File: src/rtl/fetch_unit.sv
// rtl/fetch_unit.sv - Y86-64 SEQ fetch stage with PC register and byte-wide memory port
module fetch_unit #(
  parameter logic [63:0] RESET_PC  = 64'd0,
  parameter int unsigned IMEM_SIZE = 1024
) (
  input  logic        clk,
  input  logic        rst_n,
  input  logic        pc_load,
  input  logic [63:0] new_pc,
  output logic        mem_req,
  output logic [63:0] mem_addr,
  input  logic [7:0]  mem_rdata,
  input  logic        mem_ack,
  input  logic        mem_err,
  output logic [63:0] pc,
  output logic [3:0]  icode,
  output logic [3:0]  ifun,
  output logic [3:0]  rA,
  output logic [3:0]  rB,
  output logic [63:0] ValC,
  output logic [63:0] ValP,
  output logic [2:0]  stat,
  output logic        instr_valid
);

  typedef enum logic [1:0] {S_FETCH, S_DONE, S_HALT, S_ERR} state_t;

  localparam logic [2:0]  STAT_AOK   = 3'd1;
  localparam logic [2:0]  STAT_HLT   = 3'd2;
  localparam logic [2:0]  STAT_ADR   = 3'd3;
  localparam logic [2:0]  STAT_INS   = 3'd4;
  localparam logic [63:0] IMEM_LIMIT = 64'(IMEM_SIZE);

  // Total encoded length in bytes for a legal icode.
  function automatic logic [3:0] instr_len(input logic [3:0] ic);
    case (ic)
      4'h2, 4'h6, 4'hA, 4'hB: instr_len = 4'd2;
      4'h7, 4'h8:             instr_len = 4'd9;
      4'h3, 4'h4, 4'h5:       instr_len = 4'd10;
      default:                instr_len = 4'd1;
    endcase
  endfunction

  // Whether the icode/ifun pair names a real instruction.
  function automatic logic instr_legal(input logic [3:0] ic, input logic [3:0] fn);
    case (ic)
      4'h2, 4'h7:                   instr_legal = (fn <= 4'd6);
      4'h6:                         instr_legal = (fn <= 4'd3);
      4'hC, 4'hD, 4'hE, 4'hF:       instr_legal = 1'b0;
      default:                      instr_legal = (fn == 4'd0);
    endcase
  endfunction

  // Instructions whose byte 1 carries rA/rB.
  function automatic logic has_regbyte(input logic [3:0] ic);
    case (ic)
      4'h2, 4'h3, 4'h4, 4'h5, 4'h6, 4'hA, 4'hB: has_regbyte = 1'b1;
      default:                                  has_regbyte = 1'b0;
    endcase
  endfunction

  // Byte index where the 8-byte constant starts; 0 means no constant.
  function automatic logic [3:0] valc_base(input logic [3:0] ic);
    case (ic)
      4'h7, 4'h8:       valc_base = 4'd1;
      4'h3, 4'h4, 4'h5: valc_base = 4'd2;
      default:          valc_base = 4'd0;
    endcase
  endfunction

  state_t      state_q, state_d;
  logic [63:0] pc_q, pc_d;
  logic [3:0]  cnt_q, cnt_d;
  logic [3:0]  len_q, len_d;
  logic        req_q, req_d;
  logic [63:0] addr_q, addr_d;
  logic [3:0]  icode_q, icode_d, ifun_q, ifun_d;
  logic [3:0]  ra_q, ra_d, rb_q, rb_d;
  logic [63:0] valc_q, valc_d, valp_q, valp_d;
  logic [2:0]  stat_q, stat_d;

  logic        issue_ok, issue_bad, accept, byte_err, byte_ok, is_first, illegal;
  logic        last_byte, more, next_bad;
  logic [3:0]  cur_icode, cur_len, vbase;
  logic [63:0] cur_addr, next_addr;

  // Fetch events shared by the FSM and the datapath.
  always_comb begin
    cur_addr  = pc_q + 64'(cnt_q);
    next_addr = cur_addr + 64'd1;
    issue_ok  = (state_q == S_FETCH) && !req_q && (cur_addr < IMEM_LIMIT);
    issue_bad = (state_q == S_FETCH) && !req_q && (cur_addr >= IMEM_LIMIT);
    accept    = (state_q == S_FETCH) && req_q && mem_ack;
    byte_err  = accept && mem_err;
    byte_ok   = accept && !mem_err;
    is_first  = (cnt_q == 4'd0);
    cur_icode = is_first ? mem_rdata[7:4] : icode_q;
    cur_len   = is_first ? instr_len(mem_rdata[7:4]) : len_q;
    illegal   = is_first && !instr_legal(mem_rdata[7:4], mem_rdata[3:0]);
    last_byte = byte_ok && !illegal && ((cnt_q + 4'd1) == cur_len);
    more      = byte_ok && !illegal && !last_byte;
    next_bad  = more && (next_addr >= IMEM_LIMIT);
    vbase     = valc_base(cur_icode);
  end

  // State register.
  always_ff @(posedge clk or negedge rst_n) begin
    if (!rst_n) state_q <= S_FETCH;
    else        state_q <= state_d;
  end

  // Next-state logic; HALT and ERR are left only through reset.
  always_comb begin
    state_d = state_q;
    case (state_q)
      S_FETCH: begin
        if (issue_bad || byte_err || next_bad || (byte_ok && illegal)) state_d = S_ERR;
        else if (last_byte) state_d = (cur_icode == 4'h0) ? S_HALT : S_DONE;
      end
      S_DONE:  if (pc_load) state_d = S_FETCH;
      default: state_d = state_q;
    endcase
  end

  // Datapath registers.
  always_ff @(posedge clk or negedge rst_n) begin
    if (!rst_n) begin
      pc_q    <= RESET_PC;
      cnt_q   <= 4'd0;
      len_q   <= 4'd1;
      req_q   <= 1'b0;
      addr_q  <= 64'd0;
      icode_q <= 4'h0;
      ifun_q  <= 4'h0;
      ra_q    <= 4'hF;
      rb_q    <= 4'hF;
      valc_q  <= 64'd0;
      valp_q  <= 64'd0;
      stat_q  <= STAT_AOK;
    end else begin
      pc_q    <= pc_d;
      cnt_q   <= cnt_d;
      len_q   <= len_d;
      req_q   <= req_d;
      addr_q  <= addr_d;
      icode_q <= icode_d;
      ifun_q  <= ifun_d;
      ra_q    <= ra_d;
      rb_q    <= rb_d;
      valc_q  <= valc_d;
      valp_q  <= valp_d;
      stat_q  <= stat_d;
    end
  end

  // Datapath next values: request sequencing, byte decode and PC reload.
  always_comb begin
    pc_d    = pc_q;
    cnt_d   = cnt_q;
    len_d   = len_q;
    req_d   = req_q;
    addr_d  = addr_q;
    icode_d = icode_q;
    ifun_d  = ifun_q;
    ra_d    = ra_q;
    rb_d    = rb_q;
    valc_d  = valc_q;
    valp_d  = valp_q;
    stat_d  = stat_q;
    if (issue_ok) begin
      req_d  = 1'b1;
      addr_d = cur_addr;
    end
    if (issue_bad) stat_d = STAT_ADR;
    if (byte_err) begin
      req_d  = 1'b0;
      addr_d = 64'd0;
      stat_d = STAT_ADR;
    end
    if (byte_ok) begin
      if (is_first) begin
        icode_d = mem_rdata[7:4];
        ifun_d  = mem_rdata[3:0];
        len_d   = cur_len;
      end
      if (illegal) begin
        req_d  = 1'b0;
        addr_d = 64'd0;
        stat_d = STAT_INS;
        valp_d = pc_q + 64'd1;
      end else begin
        if ((cnt_q == 4'd1) && has_regbyte(icode_q)) begin
          ra_d = mem_rdata[7:4];
          rb_d = mem_rdata[3:0];
        end
        if ((vbase != 4'd0) && (cnt_q >= vbase)) begin
          for (int k = 0; k < 8; k++) begin
            if ((cnt_q - vbase) == 4'(k)) valc_d[8*k +: 8] = mem_rdata;
          end
        end
        if (last_byte) begin
          req_d  = 1'b0;
          addr_d = 64'd0;
          valp_d = pc_q + 64'(cur_len);
          stat_d = (cur_icode == 4'h0) ? STAT_HLT : STAT_AOK;
        end else begin
          cnt_d = cnt_q + 4'd1;
          if (next_bad) begin
            req_d  = 1'b0;
            addr_d = 64'd0;
            stat_d = STAT_ADR;
          end else begin
            addr_d = next_addr;
          end
        end
      end
    end
    if ((state_q == S_DONE) && pc_load) begin
      pc_d   = new_pc;
      cnt_d  = 4'd0;
      ra_d   = 4'hF;
      rb_d   = 4'hF;
      valc_d = 64'd0;
    end
  end

  // Outputs come straight from registers.
  always_comb begin
    mem_req     = req_q;
    mem_addr    = addr_q;
    pc          = pc_q;
    icode       = icode_q;
    ifun        = ifun_q;
    rA          = ra_q;
    rB          = rb_q;
    ValC        = valc_q;
    ValP        = valp_q;
    stat        = stat_q;
    instr_valid = (state_q != S_FETCH);
  end

endmodule

File: config.mk
export PLATFORM = sky130hd
export DESIGN_NAME = fetch_unit
export DESIGN_NICKNAME = d
export VERILOG_FILES = /design/src/rtl/fetch_unit.sv
export SDC_FILE = /design/constraint.sdc
export NUM_CORES = 1
export LEC_CHECK = 0
export CAP_MARGIN = 20
export CORE_ASPECT_RATIO = 1.5
export CORE_MARGIN = 5
export CORE_UTILIZATION = 52
export CTS_CLUSTER_SIZE = 20
export DETAILED_ROUTE_END_ITERATION = 12
export PLACE_DENSITY_LB_ADDON = 0.3
export SYNTH_ARGS = -nofsm -noshare
export SYNTH_HDL_FRONTEND = slang
export SYNTH_SLANG_ARGS = --single-unit
File: constraint.sdc
create_clock -name clk -period 5.74 [get_ports clk]
set_clock_uncertainty 0.15 [all_clocks]
set_input_delay 1.148 -clock clk [delete_from_list [all_inputs] [get_ports clk]]
set_output_delay 1.148 -clock clk [all_outputs]
set_load 0.01 [all_outputs]
Word level (Yosys, flattened, before mapping)
Memory sizes are Yosys's and may differ from the RTL's.
Index checks and enable logic that the tools add are counted.
{"block": "op_classes", "n_addsub": 6, "n_lt_le_gt_ge": 6, "n_eq_ne": 33, "n_mux": 57, "reduce_logical": 63}
{"operator": "$mux W64", "n": 12}
{"operator": "$add A64 B1 Y64 const B", "n": 2}
{"operator": "$add A64 B4 Y64", "n": 2}
{"operator": "$ge A64 B11 Y1 const B", "n": 2}
{"operator": "$lt A64 B11 Y1 const B", "n": 1}
{"operator": "$mux W8", "n": 8}
{"operator": "$mux W4", "n": 14}
{"operator": "$eq A4 B3 Y1 const B", "n": 12}
{"operator": "$reduce_and A4 Y1", "n": 8}
{"operator": "$eq A4 B4 Y1 const B", "n": 7}
{"operator": "$reduce_bool A2 Y1", "n": 14}
{"operator": "$eq A4 B2 Y1 const B", "n": 6}
{"operator": "$mux W3", "n": 6}
{"operator": "$logic_and A1 B1 Y1", "n": 16}
{"operator": "$logic_not A4 Y1", "n": 4}
{"operator": "$mux W2", "n": 5}
{"operator": "$mux W1", "n": 9}
{"operator": "$reduce_and A3 Y1", "n": 3}
{"operator": "$eq A4 B1 Y1 const B", "n": 2}
{"operator": "$pmux W2 S2", "n": 2}
{"operator": "$reduce_or A7 Y1", "n": 1}
{"operator": "$logic_not A1 Y1", "n": 5}
{"operator": "$add A4 B1 Y4 const B", "n": 1}
{"operator": "$eq A4 B4 Y1", "n": 1}
{"operator": "17 further kinds", "n": 22}
{"block": "totals", "ff_bits": 286, "rom_bits": 48, "input_bits": 77, "out_inout_bits": 277, "word_cells": 186, "n_memories": 1}
{"name": "(no name shown)", "words": 16, "width": 3, "rd": 1, "rd_clocked_by_memory_dff": 0, "wr": 0, "line": "36", "rtl": "case (ic)"}

Longest topological paths before layout
Gate-level depths: netlist (run 1).
{"block": "depth", "ltp_word": 15, "mapped_depth": 21, "mapped_depth_nobuf": 19}

Least setup slack after synthesis (run 1)
Ideal clock, no wire load.
{"block": "synth_path", "path_kind": "register to register", "from": "reg cnt_q[0]", "to": "reg stat_q[2] (netlist: stat[2])", "setup_time_ns": 0.096, "t_arrival_ns": 4.862, "t_required_ns": 5.494, "path_slack_ns": 0.632, "stages_incl_launch_ff": 17, "n_path_buf": 1, "synth_period_minus_slack_ns": 5.108, "cell_sequence": "dfrtp_1 ha_1 inv_1 fa_1 nand2b_1 a211o_1 buf_6 or4_4 a221oi_2 nand4_2 nor4_4 nor2_1 a211o_1 or4_1 nor4_4 nand3_1 o31ai_1"}
{"block": "synth_between", "elab_chain_len": 12, "word_cells_on_any_way": 22, "classes_between": "add/sub (3); order compare (2); eq/ne (1); mux (7); reduce/logical (9)"}
{"item": "start: declaration", "line": "73", "rtl": "logic [3:0] cnt_q, cnt_d;"}
{"item": "start signal: assignment", "line": "142", "rtl": "cnt_q <= cnt_d;"}
{"item": "parallel branches: the longest is 11 deep, another holds $add A64 B4 Y64"}
{"item": "$mux W3 (*)", "line": "180", "rtl": "if (byte_ok) begin"}
{"item": "via stat_d[2]", "line": "80", "rtl": "logic [2:0] stat_q, stat_d;"}
{"item": "end signal: assignment", "line": "152", "rtl": "stat_q <= stat_d;"}
{"item": "end: declaration", "line": "80"}
Mark *: on every way through the listed nets, which the timed path passes.
A chain may end at the register's enable or synchronous reset.

Worst setup path in the final report (run 1)
{"block": "layout_path", "from": "reg pc_q[0] (netlist: pc[0])", "to": "reg addr_q[0] (netlist: mem_addr[0])"}
{"block": "layout_between", "elab_chain_len": 8, "word_cells_on_any_way": 13, "classes_between": "add/sub (2); order compare (2); mux (6); reduce/logical (3)"}
{"item": "start: declaration", "line": "72", "rtl": "logic [63:0] pc_q, pc_d;"}
{"item": "start signal: assignment", "line": "141", "rtl": "pc_q <= pc_d;"}
{"item": "$add A64 B4 Y64 (*)", "line": "89", "rtl": "cur_addr = pc_q + 64'(cnt_q);"}
{"item": "$add A64 B1 Y64", "line": "90", "rtl": "next_addr = cur_addr + 64'd1;"}
{"item": "$ge A64 B11 Y1", "line": "102", "rtl": "next_bad = more && (next_addr >= IMEM_LIMIT);"}
{"item": "$logic_and A1 B1 Y1", "line": "102"}
{"item": "$mux W64", "line": "208", "rtl": "if (next_bad) begin"}
{"item": "$mux W64", "line": "201", "rtl": "if (last_byte) begin"}
{"item": "$mux W64", "line": "186", "rtl": "if (illegal) begin"}
{"item": "$mux W64", "line": "180"}
{"item": "end signal: assignment", "line": "145", "rtl": "addr_q <= addr_d;"}
{"item": "end: declaration", "line": "76", "rtl": "logic [63:0] addr_q, addr_d;"}
Every way passes the cells marked *; elsewhere a longest branch is shown, timed or not. The select of a mux whose other input is x is not followed.

==> impl_metrics.env, run 1 <==
export IMPL_ys_ff_latch=286
export IMPL_synth_edf_count=0
export IMPL_cts_repair_resized=0
export IMPL_ant_nets=0
export IMPL_p_leak_nw=9.35
export IMPL_core_area_um2=31500
export IMPL_synth_adder_area_share=0.0150
export IMPL_end_kind="flop"
export IMPL_die_w_um=155
export IMPL_yosysTopAreaCell="dfrtp_1"
export IMPL_drt_total_wl_um=58800
export IMPL_drt_first_pass_iters=6
export IMPL_maxCapViolCount=0
export IMPL_synthSimpleGateAreaFrac=0.276
export IMPL_synthFlopType="dfrtp_1"
export IMPL_timing_final_ws_setup_ps=273
export IMPL_numCtsBuffers=29
export IMPL_ys_warnings_count=0
export IMPL_nets=2290
export IMPL_place_ws_ps=280
export IMPL_min_path_type="flop to flop"
export IMPL_place_inst=2574
export IMPL_synth_xor_area_share=0.0733
export IMPL_ys_seq_area_frac=0.435
export IMPL_grt_pass1_vias=16000
export IMPL_layout_drive_gt1_share=0.135
export IMPL_yosysMostFrequentCell="nand2_1"
export IMPL_hold_buffers=0
export IMPL_cts_setup_buffers=0
export IMPL_slew_limit_headroom=0.269
export IMPL_cts_sinks=286
export IMPL_synthToLayoutAreaGrowth_pct=32.9
export IMPL_cts_buffer_depth=3
export IMPL_synth_top_cell_area_share=0.419
export IMPL_clockRootBuffer="clkbuf_16"
export IMPL_fin_cells=2627
export IMPL_fin_util=0.695
export IMPL_grt_pass1_wl_um=91600
export IMPL_async_flop_share=1.00
export IMPL_crit_type="flop to flop"
export IMPL_ios=354
export IMPL_synth_fp_nets=1911
export IMPL_worstSetupStartpointType="flop"
export IMPL_yosysUniqueCellTypes=90
export IMPL_synth_area_leaders="dfrtp_1 (42%), nand2_1 (6.6%), mux2_2 (5.1%)"
export IMPL_worstSkewPairLatency_ps=570
export IMPL_grt_usage=0.325
export IMPL_synthMuxAreaShare=0.0591
export IMPL_synth_compound_area_frac=0.104
export IMPL_antenna_cells=0
export IMPL_grt_setup_unrepaired="false"
export IMPL_synth_top_family_by_area="simple AND/OR/NAND/NOR gates"
export IMPL_gp_congestion=0.995
export IMPL_htree_levels=1
export IMPL_vias=15600
export IMPL_nFillCells=2505
export IMPL_fin_crit_ps=5470
export IMPL_drcViolationCount=0
export IMPL_die_area_um2=35400
export IMPL_ys_top_cells_by_count="nand2_1 (289), dfrtp_1 (276), nor2_1 (158), a21oi_1 (94), xnor2_1 (90)"
export IMPL_vdd_drop_max_mv=0.297
export IMPL_rows=80
export IMPL_crit_arrival_ps=5790
export IMPL_fin_crit_sh=0.952
export IMPL_clkTransAtPathRegs_ps=70
export IMPL_start_util=0.523
export IMPL_numPortBuffers=353
export IMPL_worstPathRequired_ps=6060
export IMPL_cts_tree="built"
export IMPL_hold_ws_ps=334
export IMPL_drt_iter0_markers=1025
export IMPL_hold_viol_final=0
export IMPL_max_freq_ghz=0.183
export IMPL_worstMarginPinSlew_ps=1090
export IMPL_setup_viol=0
export IMPL_dpl_hpwl_um=44700
export IMPL_worst_path_max_fanout=15
export IMPL_avgViaCountPerCell=5.94
export IMPL_cellPowerDensity_nw_per_um2=382
export IMPL_syn_area_um2=16500
export IMPL_outcome="complete, no violations"
export IMPL_antenna_found_initial=0
export IMPL_slew_viol_final=0
export IMPL_routedWlPerCell_um=22.4
export IMPL_avgSynthCellArea_um2=9.08
export IMPL_fp_dieH_um=228
export IMPL_tns_ps=0
export IMPL_syn_inst=1816
export IMPL_grt_max_degree=132
export IMPL_grt_ovfl_total=0
-- cell families after synthesis --
logic type                 after synthesis
AOI/OAI and AO/OA                      268
xor gates and xnor gates               134
adders and majority gates               18
buffers and inverters                  146
DFF                                    286
muxes                                   88
and+or+nand+nor                        876
-- cell type report --
| type | instances | area, um2 | area share |
|---|---|---|---|
| well taps | 410 | 513 | 0.0234 |
| multi-input cells | 1384 | 8730 | 0.399 |
| inverters | 26 | 97.6 | 0.00446 |
| flip-flops and latches | 286 | 7170 | 0.327 |
| clock inverters | 10 | 90.1 | 0.00411 |
| repair buffers | 468 | 4440 | 0.203 |
| clock buffers | 43 | 858 | 0.0392 |
-- stage by stage --
step                      total power [W]  area, um2
final                             0.00836      21900
after global routing              0.00878      21900
after CTS                         0.00839      21900
after detailed placement          0.00647      20900
after global placement            0.00640      20900
after floorplan                   0.00463      16500
-- sequential cells by signal, summed over array words and instances, names as in the netlist --
register  count
rB            4
len_q         4
rA            4
state_q       2
pc           64
ifun          4
ValC         64
mem_req       1
mem_addr     64
ValP         64
stat          3
cnt_q         4
icode         4
-- cell usage in the layout, fill, tap and decap left out, types with 14 or more instances in the layout --
cell / instances
a21oi_1: 93
a31oi_1: 18
and2_1: 30
and3_1: 67
buf_4: 112
clkbuf_16: 29
clkdlybuf4s50_1: 352
dfrtp_1: 276
ha_1: 15
inv_1: 26
mux2_2: 74
mux2i_1: 14
nand2_1: 289
nand3_1: 42
nand4_1: 70
nor2_1: 158
nor3_1: 45
nor4_1: 33
o21ai_0: 48
or3_1: 20
or4_1: 16
xnor2_1: 90
xor2_1: 41
-- per-layer routing --
| metal | wire length (um) | global-route usage |
|---|---|---|
| met1 | 20500 | 0.358 |
| met2 | 30800 | 0.588 |
| met3 | 3890 | 0.0563 |
| met4 | 3730 | 0.171 |
| met5 | 0 | 0 |
-- power breakdown --
| group | switching [W] | internal (W) |
|---|---|---|
| sequential | 0.000580 | 0.00257 |
| combinational | 0.00160 | 0.00171 |
| clock | 0.000812 | 0.00108 |
| total | 0.00299 | 0.00536 |
-- final timing paths --
path / cells after the start / slack [ps] / startpoint / to
hold reg to reg: 2 / 330 / ifun[1] / ifun[1]
max in group asynchronous: 2 / 3740 / rst_n / ValC[17]
min in group asynchronous: 1 / 480 / rst_n / ValP[50]
setup / recovery: 17 / 270 / pc[0] / mem_addr[0]
hold / removal: 2 / 330 / ifun[1] / ifun[1]
setup reg to reg: 17 / 270 / pc[0] / mem_addr[0]
-- worst max-delay path, cell delays in order (launching register included) --
cell and delay, ps:
dfrtp_1 400, ha_1 230, inv_1 70, fa_1 400
nand2b_1 220, a211o_2 450, or4_4 570, a221oi_2 350
and4_1 420, nand4_1 190, nor3_1 430, buf_4 180
o21ai_0 150, a21o_1 260, nor4_4 280, buf_4 170
nand4_4 180, o31ai_2 260
(Power assumes the default switching activity.)
==> run 2: changes to the inputs <==
- CTS_CLUSTER_DIAMETER: default -> 60
==> impl_metrics.env, run 2 (same netlist as run 1, synthesis figures left out) <==
export IMPL_hold_buffers=0
export IMPL_crit_type="flop to flop"
export IMPL_reg2reg_from="pc[0]"
export IMPL_reg2reg_slack_ps=290
export IMPL_worstSkewPairLatency_ps=540
export IMPL_fin_util=0.688
export IMPL_drt_total_wl_um=58800
export IMPL_power_switching_w=0.00298
export IMPL_avgViaCountPerCell=5.95
export IMPL_p_leak_nw=9.25
export IMPL_clockRootBuffer="clkbuf_16"
export IMPL_grt_ovfl_total=0
export IMPL_switching_share=0.369
export IMPL_outcome="complete, no violations"
export IMPL_crit_arrival_ps=5760
export IMPL_cts_tree="built"
export IMPL_tns_ps=0
export IMPL_layout_drive_gt1_share=0.131
export IMPL_drt_iter0_markers=1243
export IMPL_dpl_hpwl_um=44700
export IMPL_rows=80
export IMPL_mostFrequentLayoutCells="clkdlybuf4s50_1 (352), nand2_1 (289), dfrtp_1 (276)"
export IMPL_pwr_share_clk=0.202
export IMPL_crit_path_end="mem_addr[0]"
export IMPL_numCtsBuffers=22
export IMPL_grt_max_degree=132
export IMPL_worstMarginPinSlew_ps=1170
export IMPL_critPathBufInv=3
export IMPL_final_common_cell="clkdlybuf4s50_1"
export IMPL_cpPeakStageDelay_ps=570
export IMPL_antenna_cells=0
export IMPL_grt_pass1_vias=15800
export IMPL_cts_sinks=286
export IMPL_maxCapViolCount=0
export IMPL_drcViolationCount=0
export IMPL_nets=2283
export IMPL_grt_setup_unrepaired="false"
export IMPL_worstPathRequired_ps=6050
export IMPL_start_util=0.523
export IMPL_fp_dieH_um=228
export IMPL_drt_first_pass_iters=5
export IMPL_synthToLayoutAreaGrowth_pct=31.7
export IMPL_die_w_um=155
export IMPL_combinationalPowerShare=0.409
export IMPL_path_cells="ha_1 -> inv_1 -> fa_1 -> nand2b_1 -> a211o_2 -> or4_4 -> a221oi_2 -> and4_1 -> nand4_1 -> nor3_1 -> buf_4 -> o21ai_0 -> a21o_1 -> nor4_4 -> buf_4 -> nand4_4 -> o31ai_2"
export IMPL_fin_crit_sh=0.950
export IMPL_vdd_drop_max_mv=0.323
export IMPL_clkTransAtPathRegs_ps=80
export IMPL_die_area_um2=35400
export IMPL_fin_area_um2=21700
export IMPL_slew_viol_final=0
export IMPL_grt_usage=0.324
export IMPL_setup_viol=0
export IMPL_cts_buffer_depth=3
export IMPL_path_depth=17
export IMPL_ios=354
export IMPL_hold_viol_final=0
export IMPL_max_freq_ghz=0.183
export IMPL_grt_pass1_wl_um=91400
export IMPL_vias=15500
export IMPL_slew_limit_headroom=0.215
export IMPL_path_delay_family="simple AND/OR/NAND/NOR gates"
export IMPL_cp_common_cell="buf_4"
export IMPL_worstSetupStartpointType="flop"
export IMPL_critPathLaunch="pc[0]"
export IMPL_gp_congestion=0.995
export IMPL_antenna_found_initial=0
export IMPL_htree_levels=1
export IMPL_cts_repair_resized=0
export IMPL_routedWlPerCell_um=22.5
export IMPL_end_kind="flop"
export IMPL_fin_crit_ps=5450
export IMPL_r2r_worst_path_cells=17
export IMPL_min_path_type="flop to flop"
export IMPL_ant_nets=0
export IMPL_cellPowerDensity_nw_per_um2=373
export IMPL_worst_path_max_fanout=15
export IMPL_place_area_um2=20900
export IMPL_numPortBuffers=353
export IMPL_cts_setup_buffers=0
export IMPL_p_seq_frac=0.389
export IMPL_reg2reg_to="mem_addr[0]"
export IMPL_p_int_w=0.00511
export IMPL_core_area_um2=31500
export IMPL_slowest_stage="or4_4"
==> run 2: worst min-delay path: stages, from the launching register on <==
cell and delay [ps]:
dfrtp_1 350, nand2_1 50, o21ai_0 60
==> run 2: routing by layer <==
layer  up-vias  routed length [um]  GRT usage
li1       7185                   -          -
met2       635               30700      0.588
met5         -                   0          0
met3       179                3780     0.0563
met4         0                3590      0.164
met1      7549               20700      0.359
==> run 2: per-stage QoR <==
step	power [W]	hold WS, ps	std cells	setup slack [ps]
finish	0.00810	340	2613	289
global route	0.00851	369	2613	22.0
CTS	0.00813	348	2613	268
detailed placement	0.00647	321	2574	280
global placement	0.00640	308	2574	289
floorplan	0.00463	300	1816	632
==> run 2: final cells by class <==
class | instances | area, um2
Fill cell | 2535 | 9820
Multi-Input combinational cell | 1384 | 8730
Sequential cell | 286 | 7170
Timing Repair Buffer | 468 | 4440
Clock buffer | 27 | 611
Tap cell | 410 | 513
Clock inverter | 12 | 141
Inverter | 26 | 97.6
==> run 2: worst min-delay path by stage <==
| stage | startpoint | end | slack, ps | cells past startpoint |
|---|---|---|---|---|
| 2_1_floorplan | len_q[3] | len_q[3] | 300 | 2 |
| 3_3_place_gp | ifun[1] | ifun[1] | 310 | 2 |
| 3_5_place_dp | ifun[1] | ifun[1] | 320 | 2 |
| 4_1_cts | len_q[3] | len_q[3] | 350 | 2 |
| 5_1_grt | ifun[3] | ifun[3] | 370 | 2 |
| 6_report | len_q[3] | len_q[3] | 340 | 2 |
==> run 2: power groups by stage <==
stage	Sequential, W	Clock [W]	Combinational (W)
floorplan	0.00318	0	0.00145
global placement	0.00314	0	0.00326
detailed placement	0.00317	0	0.00330
CTS	0.00314	0.00166	0.00333
global route	0.00323	0.00173	0.00355
finish	0.00315	0.00164	0.00331
